<file path="src/rtl/hamming_stream_encoder.sv">
// hamming_stream_encoder: systematic Hamming (optionally SECDED) encoder with valid/ready
// flow control; emits each codeword as one parallel word or bit-serially, position 1 first.
module hamming_stream_encoder #(
   parameter int R      = 3,
   parameter int EXT    = 0,
   parameter int SERIAL = 0
) (
   input  logic                                           clk,
   input  logic                                           rst,
   input  logic                                           in_valid,
   output logic                                           in_ready,
   input  logic [2**R-R-2:0]                              in_data,
   output logic                                           out_valid,
   input  logic                                           out_ready,
   output logic [(SERIAL != 0 ? 1 : 2**R-1+EXT)-1:0]      out_data,
   output logic                                           out_last,
   output logic [15:0]                                    word_count
);
   localparam int N  = 2**R - 1;
   localparam int K  = N - R;
   localparam int W  = N + EXT;
   localparam int CW = $clog2(W);

   typedef enum logic {IDLE, SHIFT} state_t;

   // Data fills the non-power-of-two positions in order; parity positions are folded in after.
   function automatic logic [W-1:0] encode(input logic [K-1:0] u);
      logic [W-1:0] c;
      logic [K-1:0] d;
      c = '0;
      d = u;
      for (int i = 1; i <= N; i++)
         if ((i & (i - 1)) != 0) begin
            c[i-1] = d[0];
            d = d >> 1;
         end
      for (int j = 0; j < R; j++)
         for (int i = 3; i <= N; i++)
            if ((i & (i - 1)) != 0 && i[j])
               c[(1 << j) - 1] ^= c[i-1];
      if (EXT != 0) c[W-1] = ^c[N-1:0];
      return c;
   endfunction

   logic        done;
   logic [15:0] word_count_q, word_count_d;

   always_comb word_count_d = done ? word_count_q + 16'd1 : word_count_q;

   always_ff @(posedge clk or posedge rst)
      if (rst) word_count_q <= '0;
      else word_count_q <= word_count_d;

   assign word_count = word_count_q;

   if (SERIAL == 0) begin : g_par
      logic         valid_q, valid_d, acc;
      logic [W-1:0] data_q, data_d;
      always_comb begin
         acc       = in_valid && (!valid_q || out_ready);
         in_ready  = !valid_q || out_ready;
         valid_d   = acc || (valid_q && !out_ready);
         data_d    = acc ? encode(in_data) : data_q;
         done      = valid_q && out_ready;
         out_valid = valid_q;
         out_last  = valid_q;
         out_data  = data_q;
      end
      always_ff @(posedge clk or posedge rst)
         if (rst) begin
            valid_q <= 1'b0;
            data_q  <= '0;
         end else begin
            valid_q <= valid_d;
            data_q  <= data_d;
         end
   end else begin : g_ser
      state_t        state_q, state_d;
      logic [W-1:0]  sreg_q, sreg_d;
      logic [CW-1:0] cnt_q, cnt_d;
      logic          acc;
      always_comb begin
         out_valid = state_q == SHIFT;
         out_last  = out_valid && cnt_q == CW'(W - 1);
         out_data  = out_valid ? sreg_q[cnt_q] : 1'b0;
         in_ready  = state_q == IDLE || (out_ready && out_last);
         acc       = in_valid && in_ready;
         done      = out_valid && out_ready && out_last;
         state_d   = state_q;
         sreg_d    = sreg_q;
         cnt_d     = cnt_q;
         // A reload on the last-bit handshake takes priority over dropping back to IDLE.
         if (acc) begin
            state_d = SHIFT;
            sreg_d  = encode(in_data);
            cnt_d   = '0;
         end else if (done) begin
            state_d = IDLE;
            cnt_d   = '0;
         end else if (out_valid && out_ready) begin
            cnt_d = cnt_q + CW'(1);
         end
      end
      always_ff @(posedge clk or posedge rst)
         if (rst) begin
            state_q <= IDLE;
            sreg_q  <= '0;
            cnt_q   <= '0;
         end else begin
            state_q <= state_d;
            sreg_q  <= sreg_d;
            cnt_q   <= cnt_d;
         end
   end
endmodule

</file>
<file path="config.mk">
export PLATFORM = sky130hd
export DESIGN_NAME = hamming_stream_encoder
export DESIGN_NICKNAME = d
export VERILOG_FILES = /design/src/rtl/hamming_stream_encoder.sv
export SDC_FILE = /design/constraint.sdc
export NUM_CORES = 1
export LEC_CHECK = 0
export CELL_PAD_IN_SITES_DETAIL_PLACEMENT = 0
export CELL_PAD_IN_SITES_GLOBAL_PLACEMENT = 1
export CORE_ASPECT_RATIO = 0.8
export CORE_UTILIZATION = 49
export DETAILED_ROUTE_END_ITERATION = 6
export DONT_BUFFER_PORTS = 1
export PLACE_DENSITY_LB_ADDON = 0.1
export SLEW_MARGIN = 15
export SYNTH_ARGS = -nofsm -noshare
export SYNTH_HDL_FRONTEND = slang
export SYNTH_SLANG_ARGS = --single-unit
</file>
<file path="constraint.sdc">
create_clock -name clk -period 2.65 [get_ports clk]
set_clock_uncertainty 0.05 [all_clocks]
set_input_delay 0.53 -clock clk [delete_from_list [all_inputs] [get_ports clk]]
set_output_delay 0.53 -clock clk [all_outputs]
set_load 0.03 [all_outputs]
</file>
### Word-level counts from Yosys, hierarchy flattened

Index checks and enable logic that the tools add are counted.

* word-level logic and storage cells: 17
* register bits: 24
* input port bits: 8
* output and inout bits: 26

* reductions and logical operators: 7
* bitwise logic cells: 6
* add/sub/neg operators: 1

Operator list (count)
* adder 16 x 1 -> 16 bit (second input constant): 1
* bitwise XOR 1 bit: 6
* logical AND 1 bit: 3
* zero test 1 bit: 2
* logical OR 1 bit: 2

### Longest topological paths before layout

* depth after elaboration: 4
* depth in mapped cells: 5
* gate-level depth less buffers: 5

### Worst setup path after synthesis

No wires, ideal clock.

* kind: register -> register
* start point: register g_par.valid_q (netlist: out_last)
* end point: register g_par.data_q[2] (netlist: out_data[2])
* cell stages (with the launch flop): 4
* required time: 2475 ps
* slack: 967 ps
* setup time: 125 ps
* path buffers: 0
* arrival time: 1509 ps
* path through: dfrtp_1 > nand2b_1 > nand2_1 > mux2_2

* cells in the longest elaborated chain, start to end: 3

Ends and longest elaborated chain
* start: declaration: line 57 `logic valid_q, valid_d, acc;`
* start signal: assignment: line 74 `valid_q <= valid_d;`
* zero test 1 bit
* logical OR 1 bit
* named net in_ready: line 11 `output logic in_ready,`
* logical AND 1 bit: line 60 `acc = in_valid && (!valid_q || out_ready);`
* end signal: assignment: line 75 `data_q <= data_d;`
* end: declaration: line 58 `logic [W-1:0] data_q, data_d;`

The timed path passes the listed nets, and every way through them passes these cells.
A chain may end at the register's enable or synchronous reset.

### Worst setup path in the final report

* start point: register g_par.valid_q (netlist: out_last)
* end point: output in_ready

* cells in the longest elaborated chain, start to end: 2

Ends and longest elaborated chain
* zero test 1 bit: line 61 `in_ready = !valid_q || out_ready;`
* logical OR 1 bit: line 61
* end: declaration: line 11

Every way passes these cells.

==> out/qor_table.md <==
| Result | This run | Unit |
|:---|:---|:---|
| Pre-CTS setup slack | 0.894 | ns |
| Post-CTS setup buffer count | 0 | - |
| Synthesized flop and latch total | 24 | - |
| Count of cell types in the netlist | 21 | - |
| Library cell with the highest instance count after synthesis | sky130_fd_sc_hd__dfrtp_1 | - |
| Data required time of the worst path | 2.07 | ns |
| Estimated wirelength of the detail-placed design | 1.26 | mm |
| Share of the cycle needed by the critical path after routing | 0.676 | - |
| Global-route wire length before repair | 2.64 | mm |
| Synth cell count leaders | sky130_fd_sc_hd__dfrtp_1 (24), sky130_fd_sc_hd__xnor2_1 (12), sky130_fd_sc_hd__nand2_1 (10), sky130_fd_sc_hd__xor2_1 (8) | - |
| Warning count from the yosys run | 0 | - |
| Result of the run | complete, no violations | - |
| Reported max-cap violation count | 0 | - |
| GR Util All Layers | 0.164 | - |
| Hold buffer count at cts | 0 | - |
| RePlAce Congestion | 0.661 | - |
| Final count of hold timing violations | 0 | - |
| Worst path slowest cell | sky130_fd_sc_hd__dfrtp_1 | - |
| Detailed Route WL | 1.67 | mm |
| Worst Max-Slew Pin Slew | 0.887 | ns |
| Pins over their slew limit | 0 | - |
| Data arrival at the endpoint of the critical path | 1.21 | ns |
| Async set-or-reset flop fraction in the synthesized netlist | 1.00 | - |
| Placed Cells | 112 | - |
| CP max stage delay | 0.38 | ns |
| Total CTS buffers | 3 | - |
| Top-level I/O count | 34 | - |
| Number of non-filler instances in the completed layout | 115 | - |
| Critical-path cell list | buf_4 -> nand2b_1 | - |
| Largest area contributor in the synthesized netlist | sky130_fd_sc_hd__dfrtp_1 | - |
| Ant diodes | 0 | - |
| Setup repair after global routing missed its margin | no | - |
| Max Fclk | 558 | MHz |
| Register-to-register setup slack | 0.90 | ns |
| Fin crit period | 1.79 | ns |
| CTS Root Buffer Type | sky130_fd_sc_hd__clkbuf_4 | - |
| Gr ovfl total | 0 | - |
| Number of enable-type register cells in the synthesized netlist | 0 | - |
| Clock tree from TritonCTS | built | - |
| Synth-to-Final Area Change | 4.54 | % |
| Capturing element type of the critical path | primary output | - |
| Number of endpoints failing setup at the final stage | 0 | - |
| Type of origin of the critical path | register | - |
| Max_slew headroom | 0.408 | - |
| Utilization after layout | 0.563 | - |
| Share of Yosys cell area claimed by the top area cell type | 0.573 | - |
| Family with the most delay on the worst path | flip-flops | - |
| Max Root-Sink Buffers | 2 | - |
| Via count of the routed design | 612 | - |
| Die outline width | 53.7 | µm |
| Share of cells above drive strength 1 | 0.132 | - |
| Total of cells resized after clock tree synthesis | 0 | - |
| Number of buffers and inverters on the critical path | 1 | - |
| Clock slew seen by the registers of the worst setup and hold paths | 0.12 | ns |
| Sequential Area | 601 | µm² |
| Post-DR wirelength/cell | 14.6 | µm |
| Syn_nets | 98 | - |
| Top cells by area, synth | sky130_fd_sc_hd__dfrtp_1 (57%), sky130_fd_sc_hd__xnor2_1 (10%), sky130_fd_sc_hd__xor2_1 (6.7%) | - |
| Class of the most critical hold timing path | input pin to asynchronous set/reset pin | - |
| DR vias/cell | 5.32 | - |
| Power density over cell area | 823 | nW/µm² |
| Initial core utilization | 0.539 | - |
| Buffers on Ports | 0 | - |
| Number of standard-cell rows in the floorplan | 14 | - |
| Initial antenna violation count | 0 | - |
| Critical path peak fanout | 6 | - |
| Number of fillers in the final layout | 171 | - |
| Max IR drop VDD | 0.624 | mV |
| Core area | 1940 | µm² |
| Die Footprint | 2330 | µm² |
| Setup TNS | 0 | ns |
| Maximum number of pins on one net before global-route repair | 25 | - |
| Number of clock sinks | 24 | - |
| Final net count | 102 | - |
| Ys flop type | sky130_fd_sc_hd__dfrtp_1 | - |
| Portion of the post-synthesis area used by sequential elements | 0.573 | - |
| Antenna Nets Post-Route | 0 | - |
| Via count of the first global-routing pass | 571 | - |
| Die boundary height | 43.4 | µm |
| Area of combinational cells with multiple inputs | 430 | µm² |
| Cells after Synth | 89 | - |
| Starting DRC count in detailed routing | 4 | - |
| Drc violations | 0 | - |
| Maximum level of the CTS H-tree | 1 | - |
| Synth Area per Inst | 11.8 | µm² |
| Clock insertion delay at the later pin of the skew report | 0.30 | ns |
| Static leakage | 0.501 | nW |
| DRT Pass-1 Iters | 6 | - |
| Final worst setup slack | 0.858 | ns |
| Cell Area, Synth | 1050 | µm² |
| Critical setup path kind | register to primary output | - |
power by group:
| part | total, W | switching (W) | internal, W | leakage, nW |
|---|---|---|---|---|
| combinational | 0.000125 | 0.0000583 | 0.0000663 | 0.180 |
| clock | 0.000151 | 0.0000984 | 0.0000530 | 0.0138 |
| sequential | 0.000625 | 0.000199 | 0.000426 | 0.308 |
| total | 0.000901 | 0.000356 | 0.000545 | 0.501 |
worst register-to-register path: stages (launching register included):
cell	delay [ns]
sky130_fd_sc_hd__dfrtp_1	0.61
sky130_fd_sc_hd__nand3_1	0.15
sky130_fd_sc_hd__or3_1	0.48
sky130_fd_sc_hd__and2b_2	0.26
sky130_fd_sc_hd__xor2_1	0.13
layer usage:
metal / GRT usage / wire length (µm)
met1: 0.214 / 794
met2: 0.227 / 707
met3: 0.102 / 159
met4: 0.0474 / 13
met5: 0 / 0
state kept, by name, indices dropped and copies added (netlist names):
name	count
out_data	7
out_last	1
word_count	16
layout by cell type, fill, tap and decap left out, types with 2 or more instances in the layout:
master,synthesis,routed
sky130_fd_sc_hd__dfrtp_1,24,24
sky130_fd_sc_hd__xnor2_1,12,12
sky130_fd_sc_hd__nand2_1,10,10
sky130_fd_sc_hd__xor2_1,8,8
sky130_fd_sc_hd__nand3_1,5,5
sky130_fd_sc_hd__nor2_1,5,5
sky130_fd_sc_hd__mux2_2,5,5
sky130_fd_sc_hd__nand4_1,4,4
sky130_fd_sc_hd__o21ai_0,3,3
sky130_fd_sc_hd__clkbuf_4,0,3
sky130_fd_sc_hd__nand2b_1,2,2
path summary, 6_finish.rpt:
kind                                 from              to  depth (start not counted)
max in group asynchronous             rst     out_data[0]                          1
min in group clk                 in_valid        out_last                          1
max                              out_last        in_ready                          2
min                                   rst   word_count[5]                          1
min reg2reg                word_count[15]  word_count[15]                          1
max reg2reg                 word_count[2]  word_count[11]                          4
kinds of logic (layout without fill, tap and decap cells):
| logic type | after synthesis | in the layout | share of synthesized area |
|---|---|---|---|
| AO/OA/AOI/OAI | 3 | 3 | 0.0143 |
| XOR/XNOR | 20 | 20 | 0.167 |
| adder cells (fa/ha/maj) | 1 | 1 | 0.0119 |
| buffers and inverters | 3 | 5 | 0.0155 |
| flip-flops | 24 | 24 | 0.573 |
| multiplexers | 5 | 5 | 0.0538 |
| AND/OR/NAND/NOR | 33 | 33 | 0.164 |
area by class of cell:
cell class,instances,share of cell area
clock buffers,3,0.0206
repair buffers,1,0.00686
multi-input cells,62,0.393
flip-flops and latches,24,0.549
inverters,1,0.00343
well taps,24,0.0274
through the flow:
step           hold slack [ns]  area [µm²]  total power, W
2_1_floorplan            0.495        1050        0.000725
3_3_place_gp             0.593        1070        0.000754
3_5_place_dp             0.601        1070        0.000759
4_1_cts                  0.263        1090        0.000913
5_1_grt                  0.256        1090        0.000952
6_report                 0.237        1090        0.000901
No activity file was read; power rests on OpenSTA's default activity.
